`config.mk`:
```
export PLATFORM = sky130hd
export DESIGN_NAME = instruction_fetch_unit_flat
export DESIGN_NICKNAME = d
export VERILOG_FILES = /design/src/rtl/instruction_fetch_unit_if.sv /design/src/rtl/instruction_fetch_unit.sv /design/src/flat_wrapper.sv
export SDC_FILE = /design/constraint.sdc
export NUM_CORES = 1
export LEC_CHECK = 0
export CAP_MARGIN = 20
export CORE_AREA = 2 2 163 165
export DETAILED_ROUTE_END_ITERATION = 8
export DIE_AREA = 0 0 165 167
export GPL_TIMING_DRIVEN = 0
export PLACE_DENSITY = 0.5
export REMOVE_ABC_BUFFERS = 1
export SYNTH_ARGS = -nofsm -noshare
export SYNTH_HDL_FRONTEND = slang
export SYNTH_SLANG_ARGS = --single-unit
```
`constraint.sdc`:
```
create_clock -name clk -period 3.7 [get_ports clk]
set_input_delay 0.37 -clock clk [delete_from_list [all_inputs] [get_ports clk]]
set_output_delay 0.37 -clock clk [all_outputs]
set_load 0.005 [all_outputs]
```
`src/rtl/instruction_fetch_unit_if.sv`:
```
// Fetch-stage bus bundle.
// Groups the hazard/redirect inputs coming from decode, the instruction
// memory read port and the IF/ID pipeline register outputs.
//   master : the fetch unit (drives PC, IF/ID, opcode, fetch_count)
//   slave  : the surrounding pipeline / memory model
interface instruction_fetch_unit_if;
  // from hazard unit / decode stage
  logic        stall;
  logic        branch_eq;
  logic        branch_ne;
  logic        jump;
  logic        zero;
  logic [31:0] branch_imm;
  // instruction memory read port (combinational read)
  logic [31:0] imem_addr;
  logic [31:0] imem_data;
  // IF/ID pipeline register
  logic [31:0] if_id_instr;
  logic [31:0] if_id_pc_plus4;
  logic        if_id_valid;
  logic [5:0]  opcode;
  logic [31:0] fetch_count;

  modport master (
    input  stall, branch_eq, branch_ne, jump, zero, branch_imm, imem_data,
    output imem_addr, if_id_instr, if_id_pc_plus4, if_id_valid, opcode,
           fetch_count
  );

  modport slave (
    output stall, branch_eq, branch_ne, jump, zero, branch_imm, imem_data,
    input  imem_addr, if_id_instr, if_id_pc_plus4, if_id_valid, opcode,
           fetch_count
  );
endinterface

```
`src/rtl/instruction_fetch_unit.sv`:
```
// Instruction fetch stage with a single IF/ID pipeline register.
// Fetches one word per cycle at the PC, redirects on taken BEQ/BNE or J
// resolved in decode (one-cycle bubble), and holds everything on stall.
// Ports:
//   clk    : rising-edge clock
//   reset  : asynchronous, active-low reset
//   bus    : instruction_fetch_unit_if.master (decode controls in,
//            imem port, IF/ID register, opcode, fetch_count out)
module instruction_fetch_unit #(
  parameter logic [31:0] RESET_PC = 32'h0040_0000,
  parameter logic [31:0] NOP_WORD = 32'h0000_0000
) (
  input  logic                          clk,
  input  logic                          reset,
  instruction_fetch_unit_if.master      bus
);

  logic [31:0] pcQ;
  logic [31:0] instrQ;
  logic [31:0] pc4Q;
  logic        validQ;
  logic [31:0] cntQ;

  logic        taken;
  logic        jumpTaken;
  logic        redirect;
  logic [31:0] pcPlus4;
  logic [31:0] branchTarget;
  logic [31:0] jumpTarget;
  logic [31:0] nextPc;

  // Redirect decisions only count for a real instruction in decode; a
  // bubble must never steer the PC even if stale control bits are high.
  assign taken     = validQ & ((bus.branch_eq & bus.zero) |
                               (bus.branch_ne & ~bus.zero));
  assign jumpTaken = validQ & bus.jump;
  assign redirect  = taken | jumpTaken;

  assign pcPlus4      = pcQ + 32'd4;
  assign branchTarget = pc4Q + {bus.branch_imm[29:0], 2'b00};
  assign jumpTarget   = {pc4Q[31:28], instrQ[25:0], 2'b00};

  // Jump has priority over a simultaneously taken branch.
  always_comb begin
    nextPc = pcPlus4;
    if (jumpTaken)  nextPc = jumpTarget;
    else if (taken) nextPc = branchTarget;
  end

  always_ff @(posedge clk or negedge reset) begin
    if (!reset) begin
      pcQ    <= RESET_PC;
      instrQ <= NOP_WORD;
      pc4Q   <= 32'd0;
      validQ <= 1'b0;
      cntQ   <= 32'd0;
    end else if (!bus.stall) begin
      // Word alignment is enforced on every PC load.
      pcQ <= {nextPc[31:2], 2'b00};
      if (redirect) begin
        // Squash the wrong-path word fetched this cycle.
        instrQ <= NOP_WORD;
        pc4Q   <= 32'd0;
        validQ <= 1'b0;
      end else begin
        instrQ <= bus.imem_data;
        pc4Q   <= pcPlus4;
        validQ <= 1'b1;
        cntQ   <= cntQ + 32'd1;
      end
    end
  end

  assign bus.imem_addr      = pcQ;
  assign bus.if_id_instr    = instrQ;
  assign bus.if_id_pc_plus4 = pc4Q;
  assign bus.if_id_valid    = validQ;
  assign bus.opcode         = instrQ[31:26];
  assign bus.fetch_count    = cntQ;

endmodule

```
`src/flat_wrapper.sv`:
```
// flat-port wrapper written by rule: the top's interface ports become plain ports
module instruction_fetch_unit_flat 
#(
  parameter logic [31:0] RESET_PC = 32'h0040_0000,
  parameter logic [31:0] NOP_WORD = 32'h0000_0000
)
  (clk, reset, bus_stall, bus_branch_eq, bus_branch_ne, bus_jump, bus_zero, bus_branch_imm, bus_imem_data, bus_imem_addr, bus_if_id_instr, bus_if_id_pc_plus4, bus_if_id_valid, bus_opcode, bus_fetch_count);
  instruction_fetch_unit_if bus_i ();
  input  logic clk;
  input  logic reset;
  input wire logic [$bits(bus_i.stall)-1:0] bus_stall;
  input wire logic [$bits(bus_i.branch_eq)-1:0] bus_branch_eq;
  input wire logic [$bits(bus_i.branch_ne)-1:0] bus_branch_ne;
  input wire logic [$bits(bus_i.jump)-1:0] bus_jump;
  input wire logic [$bits(bus_i.zero)-1:0] bus_zero;
  input wire logic [$bits(bus_i.branch_imm)-1:0] bus_branch_imm;
  input wire logic [$bits(bus_i.imem_data)-1:0] bus_imem_data;
  output wire logic [$bits(bus_i.imem_addr)-1:0] bus_imem_addr;
  output wire logic [$bits(bus_i.if_id_instr)-1:0] bus_if_id_instr;
  output wire logic [$bits(bus_i.if_id_pc_plus4)-1:0] bus_if_id_pc_plus4;
  output wire logic [$bits(bus_i.if_id_valid)-1:0] bus_if_id_valid;
  output wire logic [$bits(bus_i.opcode)-1:0] bus_opcode;
  output wire logic [$bits(bus_i.fetch_count)-1:0] bus_fetch_count;
  assign bus_i.stall = bus_stall;
  assign bus_i.branch_eq = bus_branch_eq;
  assign bus_i.branch_ne = bus_branch_ne;
  assign bus_i.jump = bus_jump;
  assign bus_i.zero = bus_zero;
  assign bus_i.branch_imm = bus_branch_imm;
  assign bus_i.imem_data = bus_imem_data;
  assign bus_imem_addr = bus_i.imem_addr;
  assign bus_if_id_instr = bus_i.if_id_instr;
  assign bus_if_id_pc_plus4 = bus_i.if_id_pc_plus4;
  assign bus_if_id_valid = bus_i.if_id_valid;
  assign bus_opcode = bus_i.opcode;
  assign bus_fetch_count = bus_i.fetch_count;
  instruction_fetch_unit #(.RESET_PC(RESET_PC), .NOP_WORD(NOP_WORD)) u_core (.clk(clk), .reset(reset), .bus(bus_i));
endmodule
```
# --- Yosys cells after proc, flatten, opt, wreduce, memory -nomap -nowiden ---
# Cells that the tools add are included.
classes:
  add_sub_neg: 3
  n_mux: 5
  n_bitwise: 9
  n_reduce_logical: 1
op_table:
  columns: ["op", "n"]
  rows:
  - ["2-to-1 mux 32 bit", 4]
  - ["adder 32 x 1 -> 32 bit (second input constant)", 1]
  - ["adder 32 x 3 -> 32 bit (second input constant)", 1]
  - ["adder 32 bit", 1]
  - ["bitwise AND 1 bit", 4]
  - ["NOT 1 bit", 3]
  - ["OR 1 bit", 2]
  - ["AND reduction 2 bit", 1]
  - ["2-to-1 mux 1 bit", 1]
word_totals:
  reg_bits: 127
  in_bits: 71
  output_inout_bits: 135
  word_cells: 23

# --- Logic depth before layout (Yosys ltp) ---
# Gate-level depths: netlist of run 1.
depth:
  word_depth: 7
  mapped_depth: 10
  mapped_depth_nobuf: 10

# --- Worst setup path after synthesis of run 1 ---
# OpenSTA, ideal clock, no wires.
synth_timing:
  kind: "register to register"
  start: "register u_core.pc4Q[2] (netlist: u_core.bus.if_id_pc_plus4[2])"
  end: "register u_core.pcQ[16] (netlist: u_core.bus.imem_addr[16])"
  setup_time_ns: 0.094
  arrival_ns: 2.512
  required_time_ns: 3.606
  slack_ns: 1.095
  stages_incl_launch_ff: 11
  path_buffers: 0
  synth_period_minus_slack_ns: 2.605
  cell_sequence: "dfrtp_1 ha_1 fa_1 a211oi_1 o21ai_1 a31oi_2 nor2b_1 a311oi_1 o21bai_1 xnor2_1 a221oi_2"
synth_between:
  elab_chain_len: 3
synth_lines:
  columns: ["item", "line", "source"]
  rows:
  - ["start: declaration", "instruction_fetch_unit.sv:20", "logic [31:0] pc4Q;"]
  - ["start signal: assignment", "instruction_fetch_unit.sv:67", "pc4Q <= pcPlus4;"]
  - ["adder 32 bit", "instruction_fetch_unit.sv:40", "assign branchTarget = pc4Q + {bus.branch_imm[29:0], 2'b00};"]
  - ["2-to-1 mux 32 bit", "instruction_fetch_unit.sv:47", "else if (taken) nextPc = branchTarget;"]
  - ["2-to-1 mux 32 bit", "instruction_fetch_unit.sv:46", "if (jumpTaken) nextPc = jumpTarget;"]
  - ["end signal: assignment", "instruction_fetch_unit.sv:59", "pcQ <= {nextPc[31:2], 2'b00};"]
  - ["end: declaration", "instruction_fetch_unit.sv:18", "logic [31:0] pcQ;"]
# Every way passes these cells.
# A chain may end at the register's enable or synchronous reset.

# --- Worst setup path in the final report of run 1 ---
layout_timing:
  start: "register u_core.pc4Q[2] (netlist: u_core.bus.if_id_pc_plus4[2])"
  end: "register u_core.pcQ[24] (netlist: u_core.bus.imem_addr[24])"
# The elaborated chain is that of the path after synthesis.

==> summary.md, run 1 <==
| Metric | Value |
|---|---|
| Sequential fraction of the synthesis area | 40.8% |
| H-tree depth | 4 |
| Hold Crit Class | input pin to register |
| DR vias | 6,842 |
| Drt drc | 0 |
| Achievable frequency | 304 MHz |
| Max-slew violations | 0 |
| Synth warn | 0 |
| Clock tree buffer depth | 2 |
| Final WL | 24.4 mm |
| Worst-margin pin slew | 1.09 ns |
| Placeable Area | 25,800 µm² |
| Post-route ant nets | 0 |
| Crit Path Max Fanout | 4 |
| # resized after CTS | 0 |
| Initial DRC Count | 572 |
| Placed Instance Area | 9900 µm² |
| R2R Path End | u_core.bus.imem_addr[24]$_DFFE_PN0N_ |
| Final HPWL from detailed placement | 18.1 mm |
| Critical-path top delay cell | a211oi_1 |
| Die area | 27,600 µm² |
| Worst r2r src | u_core.bus.if_id_pc_plus4[2]$_DFFE_PN0N_ |
| Syn Area/Cell | 8.84 µm² |
| CTS Root Cell | clkbuf_16 |
| Hold Path Stages | 3 |
| Hold buffer count at CTS | 1 |
| Number of hold violations in the final report | 0 |
| Status | complete, no violations |
| GRT Residual Overflow | 0 |
| Die W | 165 µm |
| Crit path DAT | 3.57 ns |
| Max-cap check violation count | 0 |
| Setup Buffers After CTS | 0 |
| Critical Path End Type | register |
| Min cycle time layout | 3.29 ns |
| Number of synthesized flops with an enable pin | 0 |
| Period utilisation layout | 88.9% |
| Finished Cell Area | 10,500 µm² |
| Worst R2R Setup Slack | 0.41 ns |
| I/O pins | 206 |
| Inst Count DP | 1,351 |
| First-pass GRT wire length | 38.1 mm |
| Hold Path Sink | u_core.bus.if_id_pc_plus4[4]$_DFFE_PN0N_ |
| Share of cells above drive strength 1 | 6.38% |
| CTS Buf Count | 17 |
| Inserted Diodes | 0 |
| Clock Skews | 0.0108 ns |
| Setup TNS | 0 ns |
| Final Non-Filler Cells | 1,385 |
| R2r worst-path depth | 10 |
| Vias/cell | 4.94 |
| Top cell family by delay on the critical path | compound AO/OA/AOI/OAI gates |
| Worst vdd ir | 228 µV |
| Initial antenna violation count | 0 |
| Initial Utilization | 29.7% |
| Leakage | 4.44 nW |
| Rows | 59 |
| DRT Pass-1 Iters | 5 |
| GRT Util Overall | 18.0% |
| Final GP Congestion | 0.865 |
| Headroom to the max-slew limit | 27.3% |
| Top_reg_cell synth | dfrtp_1 |
| Layout overhead on the synthesized area | 37.5% |
| Total power | 5.72 mW |
| Critical path, cell by cell | ha_1, fa_1, a211oi_1, o21ai_1, a31oi_2, nor2b_1, a21boi_1, o21ai_0, xnor2_1, o221ai_1 |
| Flops & latches, synth | 125 |
| Clk slew on worst S/H paths | 0.07 ns |
| Mapped Cells | 867 |
| WL/cell | 17.6 µm |
| RSZ-0062 raised after global routing | no |
| Crit start category | register |
| Critical Path Max Stage Delay | 0.52 ns |
| Crit path kind | register to register |
| Nets@finish | 1,140 |
| Clk_lat worst skew | 0.42 ns |
| CP required | 3.98 ns |
| Core Util, Final | 40.9% |
| Port bufs | 199 |
| CTS tree | done |
| Chip height | 167 µm |
| Hold_sp | bus_stall |
| Pwr per Cell Area | 543 nW/µm² |
| Final setup violating endpoints | 0 |
| Post-synthesis instance area | 7660 µm² |
| Pin count of the biggest net entering global routing | 98 |
| # clock sinks | 125 |
| Post-synth ARST share | 100% |
| Vias in the first global route | 6,656 |
| Number of buffers and inverters on the critical path | 0 |
| Distinct cells, synth | 77 |
==> synthesized netlist by cell type, types with 6 or more instances <==
master	count	share of area [%]
a211oi_1	11	1.1
a21o_1	9	0.88
a21oi_1	59	3.9
a22o_1	9	1.0
a31oi_1	7	0.57
and3_1	14	1.1
buf_2	7	0.46
buf_4	12	1.2
clkbuf_1	32	1.6
dfrtp_1	124	41
ha_1	31	5.1
inv_1	23	1.1
nand2_1	155	7.6
nand3_1	30	2.0
nand4_1	14	1.1
nor2_1	41	2.0
nor3_1	10	0.65
o211ai_1	10	0.98
o21ai_0	82	5.4
o21bai_1	6	0.59
o22ai_1	6	0.49
xnor2_1	57	6.5
xor2_1	28	3.2
==> layer usage <==
metal	routed length, µm	share of wire [%]	track usage, %	vias up
li1	-	-	-	3414
met3	1220	5.0	3.51	27
met2	11100	45	27.8	207
met5	0	0	0	-
met1	11700	48	25.2	3194
met4	450	1.8	5.52	0
==> logic make-up after synthesis <==
family	share of synthesized area, %
compound gates	20.3
simple gates	18.3
mux	0.457
buf+inv	4.83
other cells	0.0489
fa+ha+maj	5.32
xor+xnor	9.93
flops	40.8
==> metrics by stage <==
| stage | hold WS (ns) | worst slack [ns] |
|---|---|---|
| after CTS | 0.453 | 0.373 |
| after global placement | 0.461 | -3.83 |
| final | 0.464 | 0.412 |
| after global routing | 0.486 | 0.184 |
| after floorplan | 0.0744 | 0.683 |
| after detailed placement | 0.384 | 0.0545 |
==> worst max path at each step <==
stage                                                        start                                    to  cells after the start
after global routing      u_core.bus.if_id_pc_plus4[2]$_DFFE_PN0N_  u_core.bus.imem_addr[24]$_DFFE_PN0N_                     10
after global placement                                   bus_stall  u_core.bus.imem_addr[14]$_DFFE_PN0N_                      5
after floorplan                                           bus_zero  u_core.bus.imem_addr[25]$_DFFE_PN0N_                      6
final                     u_core.bus.if_id_pc_plus4[2]$_DFFE_PN0N_  u_core.bus.imem_addr[24]$_DFFE_PN0N_                     10
after detailed placement                         bus_branch_imm[0]  u_core.bus.imem_addr[24]$_DFFE_PN0N_                     11
after CTS                 u_core.bus.if_id_pc_plus4[2]$_DFFE_PN0N_  u_core.bus.imem_addr[24]$_DFFE_PN0N_                     10
==> report_power, final <==
group	internal, mW	switching (mW)	leakage (nW)
Clock	1.02	0.683	0.284
Sequential	1.61	0.322	1.61
Combinational	1.05	1.03	2.55
==> state kept, by name, indices dropped and copies added (netlist names) <==
register / count
u_core.bus.fetch_count: 32
u_core.bus.if_id_instr: 32
u_core.bus.if_id_pc_plus4: 30
u_core.bus.imem_addr: 30
u_core.bus.if_id_valid: 1
==> placed cells by master (no fill, tap or decap), types with 6 or more instances in the layout <==
master,n
a21o_1,9
nand3_1,30
o22ai_1,6
and3_1,14
dfrtp_1,124
clkdlybuf4s50_1,197
xor2_1,28
nor3_1,9
a21oi_1,59
xnor2_1,57
nand4_1,14
nand2_1,155
ha_1,31
o211ai_1,10
a22o_1,9
a31oi_1,7
clkbuf_16,17
inv_1,23
o21bai_1,6
o21ai_0,82
a211oi_1,11
nor2_1,40
==> layout make-up <==
class	count	area, µm²
Fill cell	2614	15200
Sequential cell	125	3130
Tap cell	335	419
Clock inverter	14	158
Inverter	23	86.3
Clock buffer	18	439
Timing Repair Buffer	205	2110
Multi-Input combinational cell	665	4190
==> worst reg2reg max path, delay by kind of cell, from the launching register on <==
family | cells | cell delay (ns)
fa+ha+maj | 2 | 0.70
simple gates | 1 | 0.14
xor+xnor | 1 | 0.24
compound gates | 6 | 1.68
flops | 1 | 0.40
(Power assumes the default switching activity.)
==> run 2: changes to the inputs <==
--- a/config.mk
+++ b/config.mk
@@ -11,6 +11,7 @@
 export DIE_AREA = 0 0 165 167
 export GPL_TIMING_DRIVEN = 0
 export PLACE_DENSITY = 0.5
+export RECOVER_POWER = 25
 export REMOVE_ABC_BUFFERS = 1
 export SYNTH_ARGS = -nofsm -noshare
 export SYNTH_HDL_FRONTEND = slang
==> summary.md, run 2 (synthesized netlist as in run 1, its figures left out) <==
| Metric | Value |
|---|---|
| Status | complete, no violations |
| Post-route ant nets | 0 |
| Crit Path Max Fanout | 4 |
| Most common cell after layout, fill and taps aside | clkdlybuf4s50_1 |
| Worst-margin pin slew | 1.41 ns |
| Clk_lat worst skew | 0.42 ns |
| Placed Instance Area | 9900 µm² |
| Vias/cell | 4.93 |
| Layout overhead on the synthesized area | 37.1% |
| Setup TNS | 0 ns |
| DR vias | 6,832 |
| Period utilisation layout | 88.8% |
| Pwr per Cell Area | 544 nW/µm² |
| Number of hold violations in the final report | 0 |
| Crit start category | register |
| GRT Util Overall | 18.0% |
| Clk slew on worst S/H paths | 0.07 ns |
| Core Util, Final | 40.8% |
| Die area | 27,600 µm² |
| Die W | 165 µm |
| Most frequent cells in the layout | clkdlybuf4s50_1 (197), nand2_1 (155), dfrtp_1 (124) |
| Number of fill cells | 2,617 |
| CTS tree | done |
| Final setup violating endpoints | 0 |
| Chip height | 167 µm |
| Worst slack, placed | 0.0545 ns |
| Initial antenna violation count | 0 |
| I/O pins | 206 |
| Placeable Area | 25,800 µm² |
| RSZ-0062 raised after global routing | no |
| Setup Buffers After CTS | 0 |
| Final GP Congestion | 0.865 |
| CP required | 3.98 ns |
| Total power | 5.71 mW |
| Headroom to the max-slew limit | 5.76% |
| DRT Pass-1 Iters | 5 |
| Clock Skews | 0.0114 ns |
| Pin count of the biggest net entering global routing | 98 |
| First-pass GRT wire length | 38.1 mm |
| Initial DRC Count | 582 |
| # clock sinks | 125 |
| Final worst slack | 0.415 ns |
| Inserted Diodes | 0 |
| Worst vdd ir | 228 µV |
| Drt drc | 0 |
| Initial Utilization | 29.7% |
| H-tree depth | 4 |
| Critical Path End Type | register |
| WL/cell | 17.6 µm |
| Nets@finish | 1,140 |
| CTS Buf Count | 17 |
| WHS | 0.464 ns |
| Final HPWL from detailed placement | 18.1 mm |
| Vias in the first global route | 6,656 |
| Finished Cell Area | 10,500 µm² |
| Share of cells above drive strength 1 | 6.38% |
| CTS Root Cell | clkbuf_16 |
| Clock tree buffer depth | 2 |
| Final Non-Filler Cells | 1,385 |
| Hold Crit Class | input pin to register |
| Crit path kind | register to register |
| Inst Count DP | 1,351 |
| Final WL | 24.4 mm |
| Achievable frequency | 304 MHz |
| Rows | 59 |
| Leakage | 4.43 nW |
| Port bufs | 199 |
| Max-slew violations | 0 |
| Max-cap check violation count | 0 |
| GRT Residual Overflow | 0 |
| Min cycle time layout | 3.28 ns |
| Crit path DAT | 3.56 ns |
-- run 2: cell count changes in the layout (fill, tap and decap cells not counted) --
| cell | delta |
|---|---|
| clkbuf_2 | +1 |
| buf_6 | -1 |
| clkbuf_4 | +1 |
| buf_16 | -1 |
-- run 2: worst paths after layout --
path | start | endpoint | slack, ns | cells after the start
worst max-delay path | u_core.bus.if_id_pc_plus4[2]$_DFFE_PN0N_ | u_core.bus.imem_addr[24]$_DFFE_PN0N_ | 0.42 | 10
worst min-delay path | bus_stall | u_core.bus.if_id_pc_plus4[4]$_DFFE_PN0N_ | 0.46 | 3
worst max register to register | u_core.bus.if_id_pc_plus4[2]$_DFFE_PN0N_ | u_core.bus.imem_addr[24]$_DFFE_PN0N_ | 0.42 | 10
worst min register to register | u_core.bus.fetch_count[31]$_DFFE_PN0P_ | u_core.bus.fetch_count[31]$_DFFE_PN0P_ | 0.47 | 1
max in group asynchronous | reset | u_core.bus.if_id_pc_plus4[14]$_DFFE_PN0N_ | 1.03 | 3
min in group asynchronous | reset | u_core.bus.fetch_count[31]$_DFFE_PN0P_ | 0.81 | 2
-- run 2: timing repair --
| item | 4_1_cts | 5_1_grt |
|---|---|---|
| endpoints found under the hold margin | 55 | 0 |
| resized for setup | 0 | 0 |
| hold buffers | 1 | 0 |
-- run 2: routing by layer --
| layer | up-vias | wire length, µm | track usage, % |
|---|---|---|---|
| met4 | 0 | 478 | 5.52 |
| met2 | 194 | 11100 | 27.8 |
| li1 | 3414 | - | - |
| met1 | 3195 | 11700 | 25.2 |
| met5 | - | 0 | 0 |
| met3 | 29 | 1180 | 3.51 |
-- run 2: final cells by class --
class / instances / area [µm²] / share of cell area (%)
multi-input cells: 665 / 4190 / 39.8
flip-flops and latches: 125 / 3130 / 29.8
repair buffers: 205 / 2090 / 19.9
clock buffers: 18 / 439 / 4.18
well taps: 335 / 419 / 3.99
clock inverters: 14 / 158 / 1.50
inverters: 23 / 86.3 / 0.822
-- run 2: power by group --
group          internal [mW]  leakage (nW)  switching, mW  total [mW]
Sequential              1.61          1.61          0.324        1.94
Combinational           1.04          2.54           1.03        2.07
Clock                   1.02         0.284          0.682        1.70
Total                   3.68          4.43           2.03        5.71
-- run 2: critical path, stage by stage, from the launching register on --
cell and delay, ns:
dfrtp_1 0.40, ha_1 0.26, fa_1 0.44, a211oi_1 0.52, o21ai_1 0.21, a31oi_2 0.36
nor2b_1 0.14, a21boi_1 0.27, o21ai_0 0.16, xnor2_1 0.24, o221ai_1 0.16
